## config.mk

```make
export PLATFORM = sky130hd
export DESIGN_NAME = dual_slope_seq
export DESIGN_NICKNAME = d
export VERILOG_FILES = /design/src/rtl/voltmeter_pkg.sv /design/src/rtl/sync_2ff.sv /design/src/rtl/dual_slope_seq.sv
export SDC_FILE = /design/constraint.sdc
export NUM_CORES = 1
export LEC_CHECK = 0
export ABC_CLOCK_PERIOD_IN_PS = 2860
export CORE_UTILIZATION = 40
export DETAILED_ROUTE_END_ITERATION = 8
export GPL_TIMING_DRIVEN = 0
export PLACE_DENSITY_LB_ADDON = 0.3
export REMOVE_ABC_BUFFERS = 1
export SYNTH_ARGS = -nofsm -noshare
export SYNTH_HDL_FRONTEND = slang
export SYNTH_SLANG_ARGS = --single-unit
```

## constraint.sdc

```tcl
create_clock -name clk_i -period 2.86 [get_ports clk_i]
set_input_delay 0.572 -clock clk_i [delete_from_list [all_inputs] [get_ports clk_i]]
set_output_delay 0.572 -clock clk_i [all_outputs]
set_load 0.005 [all_outputs]
```

## src/rtl/voltmeter_pkg.sv

```systemverilog
// Shared encodings for the dual-slope conversion sequencer and its analog control bus.
package voltmeter_pkg;

  localparam logic [1:0] AFE_AZ    = 2'b00;
  localparam logic [1:0] AFE_VIN   = 2'b01;
  localparam logic [1:0] AFE_VREFP = 2'b10;
  localparam logic [1:0] AFE_VREFN = 2'b11;

  localparam int RANGE_W   = 3;
  localparam int RANGE_MAX = 7;

  typedef enum logic [2:0] {
    S_IDLE  = 3'd0,
    S_RST   = 3'd1,
    S_REFW  = 3'd2,
    S_AZ    = 3'd3,
    S_INT   = 3'd4,
    S_DEINT = 3'd5,
    S_DONE  = 3'd6
  } state_t;

endpackage

```

## src/rtl/sync_2ff.sv

```systemverilog
// Two-flop synchronizer for asynchronous status inputs from the analog side.
module sync_2ff #(
  parameter int W = 1
) (
  input  logic         clk_i,
  input  logic         rst_ni,
  input  logic [W-1:0] d_i,
  output logic [W-1:0] q_o
);

  logic [W-1:0] r_meta;
  logic [W-1:0] r_sync;

  always_ff @(posedge clk_i or negedge rst_ni) begin
    if (!rst_ni) begin
      r_meta <= '0;
      r_sync <= '0;
    end else begin
      r_meta <= d_i;
      r_sync <= r_meta;
    end
  end

  assign q_o = r_sync;

endmodule

```

## src/rtl/dual_slope_seq.sv

```systemverilog
// Dual-slope conversion sequencer: reset, ref wait, auto-zero, integrate, timed
// deintegrate, with autoranging and overrange/ref-timeout reporting.
module dual_slope_seq
  import voltmeter_pkg::*;
#(
  parameter int T_RST       = 4,
  parameter int T_AZ        = 256,
  parameter int T_INT       = 1000,
  parameter int CNT_W       = 16,
  parameter int N_DEINT_MAX = 2000,
  parameter int REF_TMO     = 4096,
  parameter int LO_THR      = 180
) (
  input  logic             clk_i,
  input  logic             rst_ni,
  input  logic             start_i,
  input  logic             cont_i,
  input  logic             abort_i,
  input  logic [1:0]       mode_sel_i,
  input  logic             range_auto_i,
  input  logic [2:0]       range_man_i,
  input  logic             comp_i,
  input  logic             sat_hi_i,
  input  logic             sat_lo_i,
  input  logic             ref_ok_i,
  output logic [1:0]       afe_sel_o,
  output logic [2:0]       range_sel_o,
  output logic             afe_reset_o,
  output logic             ref_sign_o,
  output logic             busy_o,
  output logic [CNT_W-1:0] result_o,
  output logic             result_sign_o,
  output logic             result_valid_o,
  output logic             overrange_o,
  output logic             ref_err_o
);

  localparam int TMR_MAX1 = (REF_TMO > N_DEINT_MAX) ? REF_TMO : N_DEINT_MAX;
  localparam int TMR_MAX2 = (T_INT > T_AZ) ? T_INT : T_AZ;
  localparam int TMR_MAX  = (TMR_MAX1 > TMR_MAX2) ? TMR_MAX1 : TMR_MAX2;
  localparam int TW       = $clog2(TMR_MAX + 1);

  logic [3:0] w_sync;
  logic       w_comp_s, w_sat_hi_s, w_sat_lo_s, w_ref_ok_s;

  sync_2ff #(.W(4)) u_sync (
    .clk_i (clk_i),
    .rst_ni(rst_ni),
    .d_i   ({comp_i, sat_hi_i, sat_lo_i, ref_ok_i}),
    .q_o   (w_sync)
  );
  assign {w_comp_s, w_sat_hi_s, w_sat_lo_s, w_ref_ok_s} = w_sync;

  state_t             r_state, w_nxt;
  logic [TW-1:0]      r_tmr;
  logic [1:0]         r_mode;
  logic               r_pol;
  logic [RANGE_W-1:0] r_range;
  logic [CNT_W-1:0]   r_result;
  logic               r_sign, r_ovr, r_err;

  logic w_sat, w_abort, w_tmr_clr, w_ld, w_ld_ovr, w_latch;
  logic w_set_err, w_clr_err, w_pol_ld, w_autorng;

  assign w_sat   = w_sat_hi_s | w_sat_lo_s;
  assign w_abort = abort_i | (mode_sel_i != r_mode);

  always_ff @(posedge clk_i or negedge rst_ni) begin
    if (!rst_ni) r_state <= S_IDLE;
    else         r_state <= w_nxt;
  end

  always_comb begin
    w_nxt       = r_state;
    w_tmr_clr   = 1'b0;
    w_ld        = 1'b0;
    w_ld_ovr    = 1'b0;
    w_latch     = 1'b0;
    w_set_err   = 1'b0;
    w_clr_err   = 1'b0;
    w_pol_ld    = 1'b0;
    w_autorng   = 1'b0;
    afe_sel_o   = AFE_AZ;
    afe_reset_o = 1'b0;
    ref_sign_o  = 1'b0;
    busy_o      = 1'b1;
    case (r_state)
      S_IDLE: begin
        busy_o      = 1'b0;
        afe_reset_o = 1'b1;
        w_tmr_clr   = 1'b1;
        if (start_i && !abort_i) begin
          w_nxt     = S_RST;
          w_latch   = 1'b1;
          w_clr_err = 1'b1;
        end
      end
      S_RST: begin
        afe_reset_o = 1'b1;
        if (r_tmr == TW'(T_RST - 1)) begin
          w_nxt     = S_REFW;
          w_tmr_clr = 1'b1;
        end
      end
      S_REFW: begin
        if (w_ref_ok_s) begin
          w_nxt     = S_AZ;
          w_tmr_clr = 1'b1;
        end else if (r_tmr == TW'(REF_TMO - 1)) begin
          w_nxt     = S_IDLE;
          w_set_err = 1'b1;
          w_tmr_clr = 1'b1;
        end
      end
      S_AZ: begin
        if (r_tmr == TW'(T_AZ - 1)) begin
          w_nxt     = S_INT;
          w_tmr_clr = 1'b1;
        end
      end
      S_INT: begin
        afe_sel_o = AFE_VIN;
        if (w_sat) begin
          w_nxt    = S_DONE;
          w_ld_ovr = 1'b1;
        end else if (r_tmr == TW'(T_INT - 1)) begin
          w_nxt     = S_DEINT;
          w_pol_ld  = 1'b1;
          w_tmr_clr = 1'b1;
        end
      end
      S_DEINT: begin
        afe_sel_o  = r_pol ? AFE_VREFN : AFE_VREFP;
        ref_sign_o = r_pol;
        // comp_s lags the integrator by two cycles; that lag is part of the count
        if (w_sat) begin
          w_nxt    = S_DONE;
          w_ld_ovr = 1'b1;
        end else if (w_comp_s != r_pol) begin
          w_nxt = S_DONE;
          w_ld  = 1'b1;
        end else if (r_tmr == TW'(N_DEINT_MAX - 1)) begin
          w_nxt    = S_DONE;
          w_ld_ovr = 1'b1;
        end
      end
      S_DONE: begin
        afe_reset_o = 1'b1;
        w_autorng   = 1'b1;
        w_tmr_clr   = 1'b1;
        if (cont_i) begin
          w_nxt   = S_RST;
          w_latch = 1'b1;
        end else begin
          w_nxt = S_IDLE;
        end
      end
      default: begin
        w_nxt     = S_IDLE;
        w_tmr_clr = 1'b1;
      end
    endcase
    if (w_abort && r_state != S_IDLE) begin
      w_nxt     = S_IDLE;
      w_tmr_clr = 1'b1;
      w_ld      = 1'b0;
      w_ld_ovr  = 1'b0;
      w_latch   = 1'b0;
      w_set_err = 1'b0;
      w_pol_ld  = 1'b0;
      w_autorng = 1'b0;
    end
  end

  always_ff @(posedge clk_i or negedge rst_ni) begin
    if (!rst_ni) begin
      r_tmr    <= '0;
      r_mode   <= '0;
      r_pol    <= 1'b0;
      r_range  <= RANGE_W'(RANGE_MAX);
      r_result <= '0;
      r_sign   <= 1'b0;
      r_ovr    <= 1'b0;
      r_err    <= 1'b0;
    end else begin
      r_tmr <= w_tmr_clr ? '0 : r_tmr + 1'b1;
      if (w_latch) begin
        r_mode <= mode_sel_i;
        if (!range_auto_i) r_range <= range_man_i;
      end
      if (w_pol_ld) r_pol <= w_comp_s;
      if (w_ld) begin
        r_result <= CNT_W'(r_tmr);
        r_ovr    <= 1'b0;
        r_sign   <= ~r_pol;
      end else if (w_ld_ovr) begin
        r_result <= '1;
        r_ovr    <= 1'b1;
        r_sign   <= ~r_pol;
      end
      if (w_autorng && range_auto_i) begin
        if (r_ovr && r_range < RANGE_W'(RANGE_MAX))
          r_range <= r_range + 1'b1;
        else if (!r_ovr && r_result < CNT_W'(LO_THR) && r_range != '0)
          r_range <= r_range - 1'b1;
      end
      if (w_set_err)      r_err <= 1'b1;
      else if (w_clr_err) r_err <= 1'b0;
    end
  end

  assign range_sel_o    = r_range;
  assign result_o       = r_result;
  assign result_sign_o  = r_sign;
  assign overrange_o    = r_ovr;
  assign ref_err_o      = r_err;
  assign result_valid_o = (r_state == S_DONE);

endmodule

```

# == Yosys cells after proc, flatten, opt, wreduce, memory -nomap -nowiden ==
# Index checks and enable logic that the tools add are counted.
# totals
ff_bits,49
wordCells,115
# op_classes
n_addsub,3
magnitude_cmp,2
eq_ne,19
mux,62
bitwise_logic,3
n_reduce_logical,15
# ops
cell,count
3-bit 2-to-1 mux,16
1-bit 2-to-1 mux,38
16-bit 2-to-1 mux,2
3-bit case mux with 7 select lines,1
"16-bit by 8-bit less-than comparator with 1-bit output, second input constant",1
"13-bit by 1-bit adder with 13-bit output, second input constant",1
"13-bit by 10-bit equality test with 1-bit output, second input constant",1
"13-bit by 11-bit equality test with 1-bit output, second input constant",1
"13-bit by 12-bit equality test with 1-bit output, second input constant",1
"13-bit by 2-bit equality test with 1-bit output, second input constant",1
"13-bit by 8-bit equality test with 1-bit output, second input constant",1
13-bit 2-to-1 mux,1
"3-bit equality test, second input constant",3
"3-bit inequality test, second input constant",3
"3-bit by 2-bit equality test with 1-bit output, second input constant",2
1-bit logical AND,6
6-bit AND reduction,1
3-bit nonzero test,2
"5-bit inequality test, second input constant",1
1-bit case mux with 5 select lines,1
"4-bit by 3-bit inequality test with 1-bit output, second input constant",1
"4-bit inequality test, second input constant",1
1-bit case mux with 2 select lines,2
2-bit case mux with 2 select lines,1
12 further kinds,15

# == Longest topological paths before layout ==
# logic_depth
word_depth,9
mapped_depth,8

# == Hierarchy ==
# From an unflattened synthesis, not the netlist that was laid out.
# hier_totals
hier_cells,227
area_unflattened_um2,2424.8
# by_module_without_submodules
mod,n_inst,cells_each,area_per_inst_um2
dual_slope_seq,1,219,2224.6
sync_2ff,1,8,200.2

# == Worst setup path after synthesis ==
# No wires, ideal clock.
# synth_path
kind,register -> register
from,register r_tmr[0]
to,register r_state[0]
setup_time_ps,72
t_arrival_ps,2105
required_ps,2788
slack_ps,683
path_stages_with_launch,7
path_cell_list,dfrtp_1 -> ha_1 -> or3b_1 -> nor4_1 -> o22ai_1 -> or4_1 -> nand3_1
# synth_via
elab_chain_len,3
elab_cells_between_ends,11
cone_classes,eq/ne (10); reduce/logical (1)
# synth_rtl
element,line_no,source
from (decl),dual_slope_seq.sv:55,logic [TW-1:0] r_tmr;
from (signal assigned),dual_slope_seq.sv:186,r_tmr <= w_tmr_clr ? '0 : r_tmr + 1'b1;
"13-bit by 11-bit equality test with 1-bit output, or another cell as far along",dual_slope_seq.sv:142,end else if (r_tmr == TW'(N_DEINT_MAX - 1)) begin
"5-bit inequality test (no line), or another cell as far along",-,
6-bit AND reduction (no line) *,-,
to (signal assigned),dual_slope_seq.sv:70,else r_state <= w_nxt;
to (decl),dual_slope_seq.sv:54,"state_t r_state, w_nxt;"
# Every way passes the cells marked *; elsewhere a longest branch is shown, timed or not.
# A chain may end at the register's enable or synchronous reset.

# == Worst setup path after layout ==
# layout_path
from,register r_state[0]
to,output port afe_reset_o
# layout_via
elab_chain_len,3
elab_cells_between_ends,5
cone_classes,eq/ne (2); mux (1); reduce/logical (2)
# layout_rtl
element,line_no,source
"3-bit equality test, or another cell as far along",dual_slope_seq.sv:87,case (r_state)
3-bit OR reduction (no line) *,-,
1-bit 2-to-1 mux *,dual_slope_seq.sv:87,
to (decl),dual_slope_seq.sv:28,"output logic afe_reset_o,"
# Marked as above.

==> flow_summary.yaml <==
logic_synthesis:
  syn_area_um2: 2440
  synthCells: 264
  ys.flop_type: "dfrtp_1"
  ys_async_sr_fraction_pct: 100
  synth_warnings: 0
  post_synth.cell_area_avg_um2: 9.25
  synth_edf_count: 0
  ys_ff_latch: 46
  seq_area_frac_synth_pct: 47.3
  ys_types: 49
clocking:
  clock-root-buffer: "clkbuf_8"
  cts_buffer_depth: 2
  cts_max_level: 2
  holdBufCountCts: 0
  clk_latency_ns: 0.30
  cts_sinks: 46
  cts_tree: "done"
  path_clk_slew_ns: 0.09
  numCtsBuffers: 5
pwr:
  p_clk_share_pct: 28.5
  max-vdd-ir-drop_v: 0.000247
  power.density_nw_per_um2: 446
  combPwrFrac_pct: 16.9
  cellInternalPower_mw: 0.975
  swShare_pct: 27.0
  sequentialPowerShare_pct: 54.6
  power_leakage_nw: 1.23
  p_sw_mw: 0.360
place:
  gp_congestion: 0.809
  dp_hpwl_um: 3860
  placedCellCount: 369
  io_buffers: 42
final_layout:
  final_cells: 376
  area_growth_pct: 22.6
  fillCellCount: 581
  drive_gt1_share_pct: 7.64
  antenna_cells: 0
  fin_nets: 321
die:
  start_util_pct: 41.3
  rows: 28
  dieWidth_um: 80.1
  core_area_um2: 5920
  num_io_pins: 43
  die-area_um2: 6420
  die_y_um: 80.1
critical_path:
  reg2reg_depth: 6
  worstPathRequired_ns: 2.29
  startpoint_type: "register"
  crit_fanout: 13
  critical_path_arrival_ns: 2.07
  critPathKind: "reg -> out"
  reg2reg_from: "r_tmr[0]"
  r2r_slack_ns: 0.40
  rr_endpoint: "r_state[0]"
  endpoint_kind: "output pin"
sta:
  setup_viol: 0
  clock-skew-final_ns: 0.00920
  rsz0062_at_grt: "false"
  period_share_pct: 92.3
  relSlewSlack_pct: 44.7
  final-hold-violation-count: 0
  fmax_mhz: 379
  period_needed_ns: 2.64
  drv_slew: 0
  worstMarginPinSlew_ns: 0.825
  hold_slack_ns: 0.178
global_routing:
  overflow: 0
  grt_usage_pct: 17.6
  grt_max_degree: 33
  grt_pass1_vias: 1936
  grt_pass1_wl_um: 8870
  antenna_found_initial: 0
run:
  maxCapViolCount: 0
routing:
  viasPerCell: 5.28
  drc: 0
  drtIter0Drc: 100
  drt-total-wl_um: 5200
  drtPass1Iterations: 4
  detail-route-antenna-nets: 0
  vias: 1986
  routedWlPerCell_um: 13.8
worst_hold_path:
  hold_class: "in -> async"
run_status:
  status: "finished clean"
## power groups by stage
| stage | clock network (mW) | logic (mW) | registers, mW |
|---|---|---|---|
| floorplan | 0 | 0.116 | 0.735 |
| global placement | 0 | 0.215 | 0.739 |
| detailed placement | 0 | 0.223 | 0.740 |
| CTS | 0.391 | 0.225 | 0.728 |
| global route | 0.415 | 0.252 | 0.736 |
| finish | 0.381 | 0.225 | 0.729 |
## synth_stat cells, drive strengths merged, types with 4 or more instances
library cell  count  area, um2
a21oi            20        100
and3              7       48.8
buf               8       53.8
clkbuf            5       18.8
dfrtp            43       1080
ha                5       62.6
inv               8       30.0
mux2i             4       40.0
nand2            13       48.8
nand3            13       65.1
nand4             5       31.3
nor2             53        199
nor3              9       45.0
nor4              4       25.0
o21ai             5       25.0
or4               5       41.3
xnor2             7       61.3
xor2              8       70.1
## layout by cell type (no fill, tap or decap), types with 5 or more instances in the layout
cell and count:
nor2_1 53, dfrtp_1 42, clkdlybuf4s50_1 41, a21oi_1 20, nand3_1 13, nand2_1 13, inv_1 8, xor2_1 8
nor3_1 7, xnor2_1 7, and3_1 6, nand4_1 5, ha_1 5, clkbuf_8 5
## worst max-delay path by stage
stage	depth (start not counted)	to	from
final	4	afe_reset_o	r_state[0]
after CTS	4	afe_reset_o	r_state[0]
after detailed placement	6	result_o[5]	mode_sel_i[1]
after global routing	4	afe_sel_o[0]	r_state[2]
after floorplan	5	result_o[0]	mode_sel_i[1]
after global placement	6	result_o[0]	mode_sel_i[1]
## per-layer routing
metal | part of all wire, % | vias up | track usage [%]
met3 | 2.7 | 6 | 2.50
met2 | 49 | 36 | 30.1
met4 | 1.2 | 0 | 6.07
met1 | 47 | 942 | 22.8
met5 | 0 | - | 0
li1 | - | 1002 | -
## registers in the layout, summed over array words and instances (netlist names)
register and count:
r_state 3, r_pol 1, u_sync.r_meta 4, range_sel_o 3, ref_err_o 1, u_sync.q_o 4
result_sign_o 1, r_tmr 13, r_mode 2, result_o 14
## area by class of cell
| type | count | area (um2) | share of cell area, % |
|---|---|---|---|
| Clock inverter | 1 | 7.51 | 0.251 |
| Inverter | 9 | 37.5 | 1.25 |
| Tap cell | 75 | 93.8 | 3.13 |
| Sequential cell | 46 | 1160 | 38.6 |
| Multi-Input combinational cell | 196 | 1190 | 39.8 |
| Timing Repair Buffer | 43 | 435 | 14.5 |
| Clock buffer | 6 | 72.6 | 2.42 |
## through the flow
step	setup slack [ns]	utilization, %	setup TNS, ns	area [um2]	total power [mW]
final	0.220	50.6	0	2990	1.33
after global routing	0.0934	50.6	0	2990	1.40
after CTS	0.0205	50.4	0	2980	1.34
after detailed placement	-0.299	49.0	-5.99	2900	0.963
after global placement	-0.287	48.7	-7.93	2880	0.954
after floorplan	0.588	-	0	2370	0.851
## timing repair
item,in CTS,in global routing
hold endpoints to repair,0,0
buffers inserted,0,0
resized for setup,1,3
endpoints found under the setup margin,1,14
gates cloned,0,0
## cell families after synthesis
logic type	Yosys count	synth area share (%)
simple gates	124	25.1
flops	46	47.3
compound gates	44	11.4
buf+inv	22	4.35
xor+xnor	15	5.38
mux	8	3.94
fa+ha+maj	5	2.56
## worst max-delay path, cell delays in order (launching register included)
cell,delay (ns)
dfrtp_2,0.51
clkinvlp_4,0.24
and3_1,0.29
or2_2,0.28
clkdlybuf4s50_1,0.45
Power figures use the tool's default switching activity.
